==> src/rtl/adaboost_pkg.sv <==
// adaboost_pkg: shared types, width helpers and cfg_addr offsets for the
// AdaBoost ensemble and its classifier lanes.
// Contents: FSM state enum, clog2/index/accumulator/total width functions,
//           bias/class-weight address offsets (relative to N_FEAT), prediction codes.
package adaboost_pkg;

  typedef enum logic [1:0] {
    ST_IDLE  = 2'd0,
    ST_ACCUM = 2'd1,
    ST_VOTE  = 2'd2,
    ST_DONE  = 2'd3
  } state_e;

  // Coefficient address map: 0..N_FEAT-1 weights, then these offsets past N_FEAT.
  localparam int unsigned BIAS_OFS = 0;
  localparam int unsigned CW_OFS   = 1;

  // Two-bit signed prediction codes.
  localparam logic [1:0] PRED_POS = 2'b01;
  localparam logic [1:0] PRED_NEG = 2'b11;

  function automatic int clog2(input int n);
    int r;
    r = 0;
    while ((1 << r) < n) r = r + 1;
    return r;
  endfunction

  // Index width, never below one bit so single-entry cases still get a port.
  function automatic int idx_w(input int n);
    return (clog2(n) < 1) ? 1 : clog2(n);
  endfunction

  // Score accumulator: bias plus up to N_FEAT weights, all W_W signed.
  function automatic int acc_w(input int w_w, input int n_feat);
    return w_w + clog2(n_feat + 1) + 1;
  endfunction

  // Weighted-vote total: sum of N_CLF terms of magnitude up to 2^(W_W-1).
  function automatic int tot_w(input int w_w, input int n_clf);
    return w_w + clog2(n_clf) + 1;
  endfunction

endpackage

==> src/rtl/adaboost_clf_lane.sv <==
// adaboost_clf_lane: one weak classifier -- coefficient storage, score accumulator, sign vote.
// Ports: clk/rst; wr_en_i/wr_addr_i/wr_data_i coefficient write; load_i (score <= bias),
//        acc_i/feat_bit_i/feat_idx_i (one feature per cycle); vote_o (1 = +1), cw_o class weight.
module adaboost_clf_lane
  import adaboost_pkg::*;
#(
  parameter int N_FEAT = 30,
  parameter int W_W    = 9,
  parameter int AW     = 5,
  parameter int CNT_W  = 5,
  parameter int SW     = 15
) (
  input  logic                  clk,
  input  logic                  rst,
  input  logic                  wr_en_i,
  input  logic [AW-1:0]         wr_addr_i,
  input  logic signed [W_W-1:0] wr_data_i,
  input  logic                  load_i,
  input  logic                  acc_i,
  input  logic                  feat_bit_i,
  input  logic [CNT_W-1:0]      feat_idx_i,
  output logic                  vote_o,
  output logic signed [W_W-1:0] cw_o
);

  logic signed [W_W-1:0] weight_q [N_FEAT];
  logic signed [W_W-1:0] bias_q;
  logic signed [W_W-1:0] cw_q;
  logic signed [W_W-1:0] w_sel;
  logic signed [SW-1:0]  score_q, score_d;
  logic                  vote_q;

  // Coefficient storage; addresses outside the map simply match nothing.
  always_ff @(posedge clk or posedge rst) begin
    if (rst) begin
      for (int k = 0; k < N_FEAT; k++) weight_q[k] <= '0;
      bias_q <= '0;
      cw_q   <= '0;
    end else if (wr_en_i) begin
      for (int k = 0; k < N_FEAT; k++) begin
        if (wr_addr_i == AW'(k)) weight_q[k] <= wr_data_i;
      end
      if (wr_addr_i == AW'(N_FEAT + BIAS_OFS)) bias_q <= wr_data_i;
      if (wr_addr_i == AW'(N_FEAT + CW_OFS))   cw_q   <= wr_data_i;
    end
  end

  always_comb begin
    w_sel = '0;
    for (int k = 0; k < N_FEAT; k++) begin
      if (feat_idx_i == CNT_W'(k)) w_sel = weight_q[k];
    end
  end

  // Size casts of signed operands sign-extend into the wide accumulator.
  always_comb begin
    score_d = score_q;
    if (load_i) begin
      score_d = SW'(bias_q);
    end else if (acc_i && feat_bit_i) begin
      score_d = score_q + SW'(w_sel);
    end
  end

  // Vote is re-registered every cycle; the FSM samples it one cycle after the
  // final feature has been added, so it always reflects the complete score.
  always_ff @(posedge clk or posedge rst) begin
    if (rst) begin
      score_q <= '0;
      vote_q  <= 1'b1;
    end else begin
      score_q <= score_d;
      vote_q  <= ~score_q[SW-1];
    end
  end

  assign vote_o = vote_q;
  assign cw_o   = cw_q;

endmodule

==> src/rtl/adaboost_ensemble.sv <==
// adaboost_ensemble: N_CLF-lane AdaBoost classifier over an N_FEAT-bit binary feature vector.
// Ports: clk, rst (async, active high); cfg_we/cfg_clf/cfg_addr/cfg_wdata/cfg_ready coefficient
//        writes; in_valid/in_ready/in_data sample; res_valid/res_ready/res_pred result.
// Optional: ADABOOST_VOTES_EN adds res_votes (per-lane vote bits, valid with res_valid).
// Timing: sample accepted on edge 0, result valid after edge N_FEAT+2, held until res_ready.
module adaboost_ensemble
  import adaboost_pkg::*;
#(
  parameter int N_CLF  = 3,
  parameter int N_FEAT = 30,
  parameter int W_W    = 9
) (
  input  logic                          clk,
  input  logic                          rst,
  input  logic                          cfg_we,
  input  logic [idx_w(N_CLF)-1:0]       cfg_clf,
  input  logic [idx_w(N_FEAT+2)-1:0]    cfg_addr,
  input  logic signed [W_W-1:0]         cfg_wdata,
  output logic                          cfg_ready,
  input  logic                          in_valid,
  output logic                          in_ready,
  input  logic [N_FEAT-1:0]             in_data,
  output logic                          res_valid,
  input  logic                          res_ready,
`ifdef ADABOOST_VOTES_EN
  output logic [N_CLF-1:0]              res_votes,
`endif
  output logic [1:0]                    res_pred
);

  localparam int CLF_W = idx_w(N_CLF);
  localparam int AW    = idx_w(N_FEAT + 2);
  localparam int CNT_W = idx_w(N_FEAT);
  localparam int SW    = acc_w(W_W, N_FEAT);
  localparam int TW    = tot_w(W_W, N_CLF);

  state_e              state_q, state_d;
  logic [CNT_W-1:0]    cnt_q, cnt_d;
  logic                phase_q, phase_d;
  logic [N_FEAT-1:0]   data_q, data_d;
  logic [1:0]          pred_q, pred_d;
  logic                load;
  logic                acc;
  logic                cfg_wr;

  logic [N_CLF-1:0]      lane_vote;
  logic signed [W_W-1:0] lane_cw [N_CLF];
  logic signed [TW-1:0]  total;

  assign cfg_ready = (state_q == ST_IDLE);
  assign in_ready  = (state_q == ST_IDLE);
  assign res_valid = (state_q == ST_DONE);
  assign res_pred  = pred_q;
  assign cfg_wr    = cfg_we && cfg_ready;

  for (genvar c = 0; c < N_CLF; c++) begin : g_lane
    adaboost_clf_lane #(
      .N_FEAT (N_FEAT),
      .W_W    (W_W),
      .AW     (AW),
      .CNT_W  (CNT_W),
      .SW     (SW)
    ) u_lane (
      .clk        (clk),
      .rst        (rst),
      .wr_en_i    (cfg_wr && (cfg_clf == CLF_W'(c))),
      .wr_addr_i  (cfg_addr),
      .wr_data_i  (cfg_wdata),
      .load_i     (load),
      .acc_i      (acc),
      .feat_bit_i (data_q[cnt_q]),
      .feat_idx_i (cnt_q),
      .vote_o     (lane_vote[c]),
      .cw_o       (lane_cw[c])
    );
  end

  // Weighted vote: +cw for a positive lane, -cw for a negative one.
  always_comb begin
    total = '0;
    for (int c = 0; c < N_CLF; c++) begin
      if (lane_vote[c]) total = total + TW'(lane_cw[c]);
      else              total = total - TW'(lane_cw[c]);
    end
  end

  always_comb begin
    state_d = state_q;
    cnt_d   = cnt_q;
    phase_d = phase_q;
    data_d  = data_q;
    pred_d  = pred_q;
    load    = 1'b0;
    acc     = 1'b0;
    unique case (state_q)
      ST_IDLE: begin
        if (in_valid) begin
          data_d  = in_data;
          load    = 1'b1;
          cnt_d   = '0;
          state_d = ST_ACCUM;
        end
      end
      ST_ACCUM: begin
        acc   = 1'b1;
        cnt_d = cnt_q + CNT_W'(1);
        if (cnt_q == CNT_W'(N_FEAT - 1)) begin
          phase_d = 1'b0;
          state_d = ST_VOTE;
        end
      end
      ST_VOTE: begin
        // Phase 0 lets the lanes register their final sign; phase 1 resolves the total.
        if (!phase_q) begin
          phase_d = 1'b1;
        end else begin
          pred_d  = (total >= 0) ? PRED_POS : PRED_NEG;
          state_d = ST_DONE;
        end
      end
      ST_DONE: begin
        if (res_ready) state_d = ST_IDLE;
      end
      default: state_d = ST_IDLE;
    endcase
  end

  always_ff @(posedge clk or posedge rst) begin
    if (rst) begin
      state_q <= ST_IDLE;
      cnt_q   <= '0;
      phase_q <= 1'b0;
      data_q  <= '0;
      pred_q  <= PRED_POS;
    end else begin
      state_q <= state_d;
      cnt_q   <= cnt_d;
      phase_q <= phase_d;
      data_q  <= data_d;
      pred_q  <= pred_d;
    end
  end

`ifdef ADABOOST_VOTES_EN
  logic [N_CLF-1:0] votes_q;

  // Captured on the same edge as the prediction so both stay stable through DONE.
  always_ff @(posedge clk or posedge rst) begin
    if (rst) begin
      votes_q <= '0;
    end else if (state_q == ST_VOTE && phase_q) begin
      votes_q <= lane_vote;
    end
  end

  assign res_votes = votes_q;
`endif

endmodule

==> config.mk <==
export PLATFORM = sky130hd
export DESIGN_NAME = adaboost_ensemble
export DESIGN_NICKNAME = d
export VERILOG_FILES = /design/src/rtl/adaboost_pkg.sv /design/src/rtl/adaboost_clf_lane.sv /design/src/rtl/adaboost_ensemble.sv
export SDC_FILE = /design/constraint.sdc
export NUM_CORES = 2
export LEC_CHECK = 0
export ABC_AREA = 1
export CORE_ASPECT_RATIO = 1.5
export CORE_MARGIN = 4
export CORE_UTILIZATION = 45
export CTS_CLUSTER_SIZE = 12
export DETAILED_ROUTE_END_ITERATION = 7
export GPL_TIMING_DRIVEN = 1
export PLACE_DENSITY = 0.62
export SYNTH_ARGS = -nofsm -noshare
export SYNTH_HDL_FRONTEND = slang
export SYNTH_SLANG_ARGS = --single-unit
==> constraint.sdc <==
create_clock -name clk -period 35.1 [get_ports clk]
set_input_delay 8.775 -clock clk [delete_from_list [all_inputs] [get_ports clk]]
set_output_delay 8.775 -clock clk [all_outputs]
set_load 0.005 [all_outputs]
==> summary.txt <==
Run status
  • Status: finished, final reports clean

Clocking
  • CTS resizes: 0
  • Clk sink count: 951
  • CTS Hold Bufs: 0
  • Max clock buf depth: 3
  • Worst-Skew Late Latency: 0.68 ns
  • CTS Root Cell: clkbuf_16
  • CTS tree: done
  • CTS H-tree depth: 3
  • Num CTS Buffers: 93
  • Reg clk slew, reported paths: 0.06 ns
  • Setup Fix Bufs, Post-CTS: 0

Drt
  • Final WL: 131000 microns
  • Via count: 38100
  • First-pass iteration count of the detailed router: 6
  • DRC: 0
  • Drt wl/cell: 18.5 microns
  • Via density: 5.39
  • DRT antenna net count: 0
  • 1st-iter DRT viols: 3204

Finish
  • Commonest non-fill, non-tap cells in the layout: 1850 x nand2_1, 948 x dfrtp_1, 936 x o21ai_0
  • Layout cells sized above 1: 7.19%
  • Post-layout util: 49.3%
  • Layout Nets: 5852
  • Commonest non-fill, non-tap cell in the layout: nand2_1
  • Layout Cells excl Fill: 7079
  • Synth-to-layout area growth: 8.85%

Critical path
  • Worst Path Arrival: 12.03 ns
  • Max Fanout on Critical Path: 35
  • Worst setup SP type: primary input
  • CP required: 35.62 ns
  • Kind of end point of the critical path: flop
  • Critical path class: primary input to flop

Power and ir drop
  • Maximum VDD drop: 0.0000434 V
  • LEAKAGE: 0.0242 uW
  • Total Power: 3650 uW
  • Pwr Density: 72.3 mW/mm^2

Synthesis
  • Mapped Avg Cell Area: 7.92 sq um
  • Mapped Nets: 5994
  • Post-Synth Adder-Cell Area: 2.38%
  • Warnings from Yosys: 0
  • Synthesized flop and latch total: 951
  • Post-synth top flop: dfrtp_1
  • Asr flop ratio synth: 100%
  • Simple-gate share of the synthesized area: 26.2%
  • Sequential share of the synthesized area: 51.3%
  • Synthesized area: 0.0464 sq mm
  • Post-synth top area cell: dfrtp_1
  • Compound-Gate Fraction of Synth Area: 13.7%
  • Synthesized instance count: 5857
  • Post-synth top area share: 51.1%
  • Post-synthesis mux area share: 0%
  • Number of flops mapped to enable cells by yosys: 0
  • Main combinational cell family by area after synthesis: simple AND/OR/NAND/NOR gates
  • Unique masters post-synth: 51
  • Leading post-synthesis cells by cell area: dfrtp_1 51%, nand2_1 15%, o21ai_0 10%
  • Xor and xnor fraction of the mapped netlist area: 0.793%

Floorplanning
  • Die Width: 270 microns
  • Starting Density: 45.2%
  • Rows: 144
  • Die area: 0.108 sq mm
  • I/O pin cnt: 56
  • Die H: 401 microns
  • Core ar.: 0.103 sq mm

Timing
  • FMAX: 86.9 MHz
  • Final Hold Viols: 0
  • Slew Viols, Final: 0
  • RSZ-0062 raised after global routing: false
  • Tmin final: 11.50 ns
  • Worst-Margin Slew: 1.08 ns
  • Slew headroom: 27.7%
  • Sum of negative setup slack: 0 ns
  • Worst clock skew: 0.0165 ns
  • Final period util: 32.8%
  • Final setup viols: 0

Global route
  • Grt total ovfl: 0
  • Antenna violations before repair: 6
  • GRT Util Overall: 24.1%
  • Largest net degree at the start of global routing: 162
  • Vias in the first global route: 36100
  • Global-route wire length before repair: 210000 microns

Place
  • GPL Wtd Cong: 0.850
  • I/O Buffers: 54
  • Dpl cells: 6934
  • DP Wirelength: 82800 microns

Hold path
  • Worst hold path type: flop to flop

Run
  • Maxcap violations: 0
==> metal layers <==
| layer | vias up | track usage [%] | wire (microns) |
|---|---|---|---|
| met5 | - | 0 | 27 |
| li1 | 18800 | - | - |
| met3 | 209 | 3.22 | 6740 |
| met2 | 952 | 40.0 | 62500 |
| met4 | 4 | 7.49 | 3690 |
| met1 | 18200 | 32.9 | 58100 |
==> through the flow <==
step,hold slack (ns),instance area [sq um],worst slack [ns]
floorplan,0.383,46400,13.23
global placement,0.408,47800,22.95
detailed placement,0.419,47800,22.91
CTS,0.429,50500,23.67
global route,0.441,50500,23.26
finish,0.423,50500,23.60
==> sequential cells by signal, indices dropped and copies added, names as in the netlist <==
register / flops
g_lane.u_lane.weight_q: 810
g_lane.u_lane.score_q: 45
data_q: 30
g_lane.u_lane.bias_q: 27
g_lane.u_lane.cw_o: 27
cnt_q: 5
g_lane.u_lane.vote_o: 3
state_q: 2
phase_q: 1
res_pred: 1
==> path summary, 6_finish.rpt <==
path / start / endpoint / slack [ns] / depth (start not counted)
setup / recovery: cfg_addr[4] / g_lane[2].u_lane.weight_q[56]$_DFFE_PP0P_ / 23.60 / 7
hold / removal: g_lane[1].u_lane.score_q[14]$_DFFE_PP0P_ / g_lane[1].u_lane.vote_o$_DFF_PP1_ / 0.42 / 1
setup reg to reg: cnt_q[0]$_DFFE_PP0P_ / g_lane[2].u_lane.score_q[14]$_DFFE_PP0P_ / 26.27 / 56
hold reg to reg: g_lane[1].u_lane.score_q[14]$_DFFE_PP0P_ / g_lane[1].u_lane.vote_o$_DFF_PP1_ / 0.42 / 1
max in group asynchronous: rst / g_lane[1].u_lane.weight_q[62]$_DFFE_PP0P_ / 23.71 / 5
min in group asynchronous: rst / g_lane[2].u_lane.weight_q[244]$_DFFE_PP0P_ / 8.46 / 2
==> cell usage after synthesis, types with 9 or more instances <==
cell / instances
a21oi_1: 198
buf_2: 58
buf_4: 10
clkbuf_1: 283
dfrtp_1: 948
ha_1: 82
inv_1: 268
inv_2: 18
nand2_1: 1851
nand3_1: 466
nand4_1: 35
nor2_1: 315
nor3_1: 26
nor4_1: 9
o211ai_1: 40
o21ai_0: 936
o21ai_1: 10
o21bai_1: 16
o22ai_1: 13
or2_2: 160
xnor2_1: 14
xor2_1: 28
==> power by group <==
group	internal [uW]	total (uW)	leakage (uW)	switching (uW)
Clock	524	947	0.00133	422
Combinational	461	1390	0.00996	924
Sequential	1230	1320	0.0129	83.7
==> cell families (layout without fill, tap and decap cells) <==
group,after synthesis,count (layout)
other cells,1,5
compound gates,1228,1228
simple gates,2891,2891
fa+ha+maj,86,86
buf+inv,658,562
flops,951,951
xor+xnor,42,42
==> layout make-up <==
| type | instances | area [sq um] |
|---|---|---|
| Antenna cell | 4 | 10.0 |
| Clock buffer | 133 | 2640 |
| Clock inverter | 8 | 87.6 |
| Fill cell | 9902 | 52000 |
| Inverter | 295 | 1140 |
| Multi-Input combinational cell | 4248 | 20100 |
| Sequential cell | 951 | 23800 |
| Tap cell | 1314 | 1640 |
| Timing Repair Buffer | 126 | 1110 |
==> worst max-delay path: stages <==
cell and delay [ns]:
clkdlybuf4s50_1 0.58, buf_4 0.50, inv_2 0.44, nor3_1 0.87, nand2_1 0.55, nand2_1 0.18
o21ai_0 0.09
(Power assumes the default switching activity.)
